**src/rtl/id_ex_hazard_if.sv**
```systemverilog
// Signal bundle between the ID-stage decoder/front end and the ID/EX hazard controller.
interface id_ex_hazard_if;
    logic [4:0] id_rs_addr_i;
    logic [4:0] id_rt_addr_i;
    logic       id_uses_rs_i;
    logic       id_uses_rt_i;
    logic       ex_memread_i;
    logic [4:0] ex_rt_addr_i;
    logic       branch_taken_i;
    logic [1:0] WB_i;
    logic [1:0] M_i;
    logic [3:0] EX_i;
    logic [1:0] WB_o;
    logic [1:0] M_o;
    logic [3:0] EX_o;
    logic       pc_write_o;
    logic       ifid_write_o;
    logic       ifid_flush_o;
    logic       stall_o;

    modport master (
        output id_rs_addr_i, id_rt_addr_i, id_uses_rs_i, id_uses_rt_i,
        output ex_memread_i, ex_rt_addr_i, branch_taken_i, WB_i, M_i, EX_i,
        input  WB_o, M_o, EX_o, pc_write_o, ifid_write_o, ifid_flush_o, stall_o
    );

    modport slave (
        input  id_rs_addr_i, id_rt_addr_i, id_uses_rs_i, id_uses_rt_i,
        input  ex_memread_i, ex_rt_addr_i, branch_taken_i, WB_i, M_i, EX_i,
        output WB_o, M_o, EX_o, pc_write_o, ifid_write_o, ifid_flush_o, stall_o
    );
endinterface

```
**src/rtl/id_ex_hazard_ctrl.sv**
```systemverilog
// Load-use hazard / branch flush controller feeding the ID/EX register and front-end enables.
// Define HAZARD_STALL_CNT_EN to add the 32-bit stall_cnt_o bubble counter.
module id_ex_hazard_ctrl #(
    parameter int LOAD_STALL_CYCLES = 1
) (
    input  logic                 clk_i,
    input  logic                 rst_n_i,
    id_ex_hazard_if.slave        bus
`ifdef HAZARD_STALL_CNT_EN
    ,
    output logic [31:0]          stall_cnt_o
`endif
);

    typedef enum logic {RUN, HOLD} state_t;

    localparam bit         MULTI_STALL = (LOAD_STALL_CYCLES > 1);
    localparam logic [2:0] HOLD_INIT   = MULTI_STALL ? 3'(LOAD_STALL_CYCLES - 2) : 3'd0;

    state_t     state_q, state_d;
    logic [2:0] cnt_q, cnt_d;
    logic       rs_hit, rt_hit, hazard;
    logic       bubble, flush;

    assign rs_hit = bus.id_uses_rs_i && (bus.ex_rt_addr_i == bus.id_rs_addr_i);
    assign rt_hit = bus.id_uses_rt_i && (bus.ex_rt_addr_i == bus.id_rt_addr_i);
    assign hazard = bus.ex_memread_i && (bus.ex_rt_addr_i != 5'd0) && (rs_hit || rt_hit);

    always_ff @(posedge clk_i or negedge rst_n_i) begin
        if (!rst_n_i) begin
            state_q <= RUN;
            cnt_q   <= 3'd0;
        end else begin
            state_q <= state_d;
            cnt_q   <= cnt_d;
        end
    end

    // Hazard outranks a taken branch: the branch is re-evaluated once the load has cleared.
    always_comb begin
        state_d = state_q;
        cnt_d   = cnt_q;
        bubble  = 1'b0;
        flush   = 1'b0;
        case (state_q)
            RUN: begin
                if (hazard) begin
                    bubble = 1'b1;
                    if (MULTI_STALL) begin
                        state_d = HOLD;
                        cnt_d   = HOLD_INIT;
                    end
                end else begin
                    flush = bus.branch_taken_i;
                end
            end
            HOLD: begin
                bubble = 1'b1;
                if (cnt_q == 3'd0) begin
                    state_d = RUN;
                end else begin
                    cnt_d = cnt_q - 3'd1;
                end
            end
            default: begin
                state_d = RUN;
                cnt_d   = 3'd0;
            end
        endcase
    end

    // Reset overrides everything so the front end holds a nop while the pipeline is down.
    always_comb begin
        bus.WB_o         = 2'b00;
        bus.M_o          = 2'b00;
        bus.EX_o         = 4'b0000;
        bus.pc_write_o   = 1'b0;
        bus.ifid_write_o = 1'b0;
        bus.ifid_flush_o = 1'b1;
        bus.stall_o      = 1'b0;
        if (rst_n_i) begin
            bus.stall_o      = bubble;
            bus.ifid_flush_o = flush;
            bus.pc_write_o   = !bubble;
            bus.ifid_write_o = !bubble;
            if (!bubble) begin
                bus.WB_o = bus.WB_i;
                bus.M_o  = bus.M_i;
                bus.EX_o = bus.EX_i;
            end
        end
    end

`ifdef HAZARD_STALL_CNT_EN
    logic [31:0] stall_cnt_q;

    always_ff @(posedge clk_i or negedge rst_n_i) begin
        if (!rst_n_i) begin
            stall_cnt_q <= 32'd0;
        end else if (bubble) begin
            stall_cnt_q <= stall_cnt_q + 32'd1;
        end
    end

    assign stall_cnt_o = stall_cnt_q;
`endif

endmodule

```
**src/flat_wrapper.sv**
```systemverilog
// flat-port wrapper written by rule: the top's interface ports become plain ports
module id_ex_hazard_ctrl_flat 
#(
    parameter int LOAD_STALL_CYCLES = 1
)
  (clk_i, rst_n_i, bus_id_rs_addr_i, bus_id_rt_addr_i, bus_id_uses_rs_i, bus_id_uses_rt_i, bus_ex_memread_i, bus_ex_rt_addr_i, bus_branch_taken_i, bus_WB_i, bus_M_i, bus_EX_i, bus_WB_o, bus_M_o, bus_EX_o, bus_pc_write_o, bus_ifid_write_o, bus_ifid_flush_o, bus_stall_o);
  id_ex_hazard_if bus_i ();
  input  logic clk_i;
  input  logic rst_n_i;
  input wire logic [$bits(bus_i.id_rs_addr_i)-1:0] bus_id_rs_addr_i;
  input wire logic [$bits(bus_i.id_rt_addr_i)-1:0] bus_id_rt_addr_i;
  input wire logic [$bits(bus_i.id_uses_rs_i)-1:0] bus_id_uses_rs_i;
  input wire logic [$bits(bus_i.id_uses_rt_i)-1:0] bus_id_uses_rt_i;
  input wire logic [$bits(bus_i.ex_memread_i)-1:0] bus_ex_memread_i;
  input wire logic [$bits(bus_i.ex_rt_addr_i)-1:0] bus_ex_rt_addr_i;
  input wire logic [$bits(bus_i.branch_taken_i)-1:0] bus_branch_taken_i;
  input wire logic [$bits(bus_i.WB_i)-1:0] bus_WB_i;
  input wire logic [$bits(bus_i.M_i)-1:0] bus_M_i;
  input wire logic [$bits(bus_i.EX_i)-1:0] bus_EX_i;
  output wire logic [$bits(bus_i.WB_o)-1:0] bus_WB_o;
  output wire logic [$bits(bus_i.M_o)-1:0] bus_M_o;
  output wire logic [$bits(bus_i.EX_o)-1:0] bus_EX_o;
  output wire logic [$bits(bus_i.pc_write_o)-1:0] bus_pc_write_o;
  output wire logic [$bits(bus_i.ifid_write_o)-1:0] bus_ifid_write_o;
  output wire logic [$bits(bus_i.ifid_flush_o)-1:0] bus_ifid_flush_o;
  output wire logic [$bits(bus_i.stall_o)-1:0] bus_stall_o;
  assign bus_i.id_rs_addr_i = bus_id_rs_addr_i;
  assign bus_i.id_rt_addr_i = bus_id_rt_addr_i;
  assign bus_i.id_uses_rs_i = bus_id_uses_rs_i;
  assign bus_i.id_uses_rt_i = bus_id_uses_rt_i;
  assign bus_i.ex_memread_i = bus_ex_memread_i;
  assign bus_i.ex_rt_addr_i = bus_ex_rt_addr_i;
  assign bus_i.branch_taken_i = bus_branch_taken_i;
  assign bus_i.WB_i = bus_WB_i;
  assign bus_i.M_i = bus_M_i;
  assign bus_i.EX_i = bus_EX_i;
  assign bus_WB_o = bus_i.WB_o;
  assign bus_M_o = bus_i.M_o;
  assign bus_EX_o = bus_i.EX_o;
  assign bus_pc_write_o = bus_i.pc_write_o;
  assign bus_ifid_write_o = bus_i.ifid_write_o;
  assign bus_ifid_flush_o = bus_i.ifid_flush_o;
  assign bus_stall_o = bus_i.stall_o;
  id_ex_hazard_ctrl #(.LOAD_STALL_CYCLES(LOAD_STALL_CYCLES)) u_core (.clk_i(clk_i), .rst_n_i(rst_n_i), .bus(bus_i));
endmodule
```
**config.mk**
```make
export PLATFORM = sky130hd
export DESIGN_NAME = id_ex_hazard_ctrl_flat
export DESIGN_NICKNAME = d
export VERILOG_FILES = /design/src/rtl/id_ex_hazard_if.sv /design/src/rtl/id_ex_hazard_ctrl.sv /design/src/flat_wrapper.sv
export SDC_FILE = /design/constraint.sdc
export NUM_CORES = 1
export LEC_CHECK = 0
export CAP_MARGIN = 20
export CORE_MARGIN = 5
export CORE_UTILIZATION = 29
export CTS_CLUSTER_DIAMETER = 50
export DETAILED_ROUTE_END_ITERATION = 10
export PLACE_DENSITY = 0.8
export SLEW_MARGIN = 25
export SYNTH_ARGS = -nofsm -noshare
export SYNTH_HDL_FRONTEND = slang
export SYNTH_SLANG_ARGS = --single-unit
```
**constraint.sdc**
```tcl
create_clock -name clk_i -period 2.1 [get_ports clk_i]
set_input_delay 0.315 -clock clk_i [delete_from_list [all_inputs] [get_ports clk_i]]
set_output_delay 0.315 -clock clk_i [all_outputs]
set_load 0.02 [all_outputs]
```
==> Flow_metrics.wiki <==
{| class="wikitable"
! Metric !! Value
|-
| Worst reg-to-reg setup slack || 820 ps
|-
| Number of synthesized register bits || 4
|-
| Highest-delay cell along the critical path || sky130_fd_sc_hd__or4_4
|-
| Start-to-end type of the worst setup path || in -> out
|-
| Worst hold margin || 431 ps
|-
| Initial antenna violation count || 0
|-
| Highest clock frequency the design can meet || 492 MHz
|-
| Number of buffer cells added on primary ports || 40
|-
| Count of cell types in the netlist || 22
|-
| Post-synthesis to final-layout area growth || 109%
|-
| Final-layout fill cell count || 133
|-
| Mean instance size in the synthesized netlist || 7.55 um2
|-
| Crit. End Element || output port
|-
| Slew headroom || 85.5%
|-
| I/O pin cnt || 41
|-
| Remaining number of nets flagged by the antenna check after routing || 0
|-
| Final cell utilization of the core || 62.5%
|-
| Count leader, synth || sky130_fd_sc_hd__nand2_1
|-
| Drt wl/cell || 12.3 um
|-
| Cell area after placement || 911 um2
|-
| Number of buffers inserted by hold repair at cts || 0
|-
| Bufs and invs on worst path || 2
|-
| Vias per std cell || 4.54
|-
| Post-Synthesis Net Count || 90
|-
| Pre-antenna DRT Iters || 3
|-
| Final Hold Violating Endpoints || 0
|-
| Crit path required time || 1780 ps
|-
| Number of maximum-capacitance violations || 0
|-
| Sum of net half-perimeters after detailed placement || 1.33 mm
|-
| CP Max Fanout || 5
|-
| Leakage power || 0.000461 uW
|-
| Data arrival time of the worst path || 1720 ps
|-
| Sequential-to-total area share from yosys stat || 22.5%
|-
| Share of cells above drive strength 1 || 28.8%
|-
| Maximum vdd drop || 0.000336 V
|-
| Largest net degree at the start of global routing || 9
|-
| Area of the core || 1490 um2
|-
| Most frequent cells after synthesis || sky130_fd_sc_hd__nand2_1 (12), sky130_fd_sc_hd__xnor2_1 (11), sky130_fd_sc_hd__a21oi_1 (7)
|-
| Number of cells on the worst reg-to-reg path || 6
|-
| Run status || complete, no violations
|-
| TritonCTS buffer count || 3
|-
| CTS tree || done
|-
| Height of the die || 49.2 um
|-
| # rows || 14
|-
| Weighted congestion reported at the end of routability-driven placement || 0.812
|-
| Finish-stage setup viols || 0
|-
| Post-route design area || 931 um2
|-
| Die Area || 2420 um2
|-
| RSZ-0062 raised after global routing || true
|-
| Final period util || 96.7%
|-
| Ordered cell list for the critical path || dlygate4sd2_1 > or4_4 > o21a_2 > a211oi_2 > buf_4
|-
| Category of cells accounting for the largest share of critical-path delay || simple AND/OR/NAND/NOR gates
|-
| YS warnings || 0
|-
| Power density relative to cell area || 337 nW/um2
|-
| Max Root-Sink Buffers || 2
|-
| Clk slew on worst S/H paths || 30 ps
|-
| Post-synth ARST share || 100%
|-
| Worst Tran Pin Value || 218 ps
|-
| Max incr delay on CP || 540 ps
|-
| Starting density of the core || 29.9%
|-
| Leading cell types by total area after synthesis || sky130_fd_sc_hd__dfrtp_1 (22%), sky130_fd_sc_hd__xnor2_1 (22%), sky130_fd_sc_hd__nand2_1 (10%), sky130_fd_sc_hd__a21oi_1 (7.9%), sky130_fd_sc_hd__ha_1 (5.6%)
|-
| Num Clock Sinks || 4
|-
| Residual overflow from global routing || 0
|-
| Net count reported at finish || 144
|-
| Remaining design rule violation count || 0
|-
| Clock tree skew after final layout || 0.593 ps
|-
| Number of global-route vias before repair || 604
|-
| Clock latency at the later pin of the worst-skew pair || 230 ps
|-
| Post-synth EDFFs || 0
|-
| Type of element launching the critical path || input pin
|-
| Routed WL || 1.56 mm
|-
| Synth Flop Type || sky130_fd_sc_hd__dfrtp_1
|-
| Worst flop-to-flop path endpoint || u_core.cnt_q[2]
|-
| Number of design-rule violations left by the first detailed-router iteration || 3
|-
| Die X || 49.2 um
|-
| Reg-to-reg critical path startpoint || u_core.cnt_q[0]
|-
| Global-route wire length before repair || 2.75 mm
|-
| Global-route usage over all layers || 14.2%
|-
| Routed via count || 577
|-
| Clock H-tree levels || 1
|-
| Post-synthesis cell type with the largest combined area || sky130_fd_sc_hd__dfrtp_1
|-
| Cell chosen for the clock root || sky130_fd_sc_hd__clkbuf_4
|-
| Min Clock Period, post-route || 2030 ps
|-
| Number of slew-limit violations in the final report || 0
|-
| Area share of the leading cell type in the synthesized netlist || 22.5%
|-
| Cell Area, Synth || 445 um2
|-
| Instance count of the mapped netlist || 59
|-
| Antenna Diode Count || 0
|-
| Class of the tightest hold or removal check || in -> async
|}
metrics by stage:
stage | TNS (ps) | std cells | total power [uW] | worst slack (ps)
after floorplan | 0 | 59 | 137 | 34.1
after global placement | -7730 | 121 | 231 | -677
after detailed placement | -8220 | 121 | 234 | -761
after CTS | 0 | 127 | 323 | 0.788
after global routing | -2.45 | 127 | 342 | -2.45
final | 0 | 127 | 314 | 69.5
routing by layer:
layer  vias up  global-route usage, %  share of wire [%]
li1        309                      -                  -
met1       257                   14.7                 36
met2        11                   26.4                 59
met3         0                   3.98                5.1
met5         -                      0                  0
met4         0                   5.38                  0
flip-flops by register name (all words and copies together) (netlist names):
register	flops
u_core.cnt_q	3
u_core.state_q	1
cells by family after synthesis:
group / share of synthesized area [%]
AO/OA/AOI/OAI: 22.8
XOR/XNOR: 21.6
adder cells (fa/ha/maj): 5.62
buffers and inverters: 9.27
flip-flops: 22.5
AND/OR/NAND/NOR: 18.3
final cells by class:
| cell class | instances | area [um2] | area share (%) |
|---|---|---|---|
| timing repair buffer | 51 | 439 | 47.2 |
| multi-input combinational | 48 | 330 | 35.5 |
| sequential | 4 | 100 | 10.8 |
| clock buffer | 3 | 22.5 | 2.42 |
| tap | 16 | 20.0 | 2.15 |
| inverter | 5 | 18.8 | 2.02 |
cells in the final DEF (no fill, tap or decap), drive strengths merged:
master	n
clkbuf	3
nor2	1
or4	1
nand2	12
o21a	2
clkdlybuf4s50	19
dlymetal6s2s	4
a31oi	1
dfrtp	4
buf	23
o21bai	1
nand4	2
xnor2	11
a21boi	1
dlygate4sd2	5
o22ai	1
o21ai	2
ha	2
and2	1
a211oi	1
inv	5
nand2b	1
a21oi	7
a31o	1
how the worst max path moves through the flow:
stage / start / end / slack, ps / cells after the start
global route: bus_ex_rt_addr_i[0] / bus_ifid_flush_o / -2 / 5
floorplan: bus_ex_rt_addr_i[4] / bus_pc_write_o / 30 / 5
finish: bus_ex_rt_addr_i[0] / bus_M_o[0] / 70 / 5
CTS: bus_ex_rt_addr_i[4] / bus_stall_o / 0.8 / 5
global placement: bus_ex_rt_addr_i[4] / bus_ifid_flush_o / -680 / 5
detailed placement: bus_ex_rt_addr_i[4] / bus_ifid_flush_o / -760 / 5
what timing repair did:
action | 4_1_cts | 5_1_grt
setup buffers | 1 | 0
gates resized for setup | 62 | 5
endpoints found under the setup margin | 12 | 9
cloned | 2 | 0
pin swaps | 5 | 7
power breakdown:
part           switching, uW  leakage (uW)  total [uW]  internal (uW)
clock                   26.3     0.0000138        89.8           63.5
sequential                 0     0.0000559        77.6           77.6
combinational           60.9      0.000392         147           85.6
total                   87.2      0.000461         314            227
(Power assumes the default switching activity.)
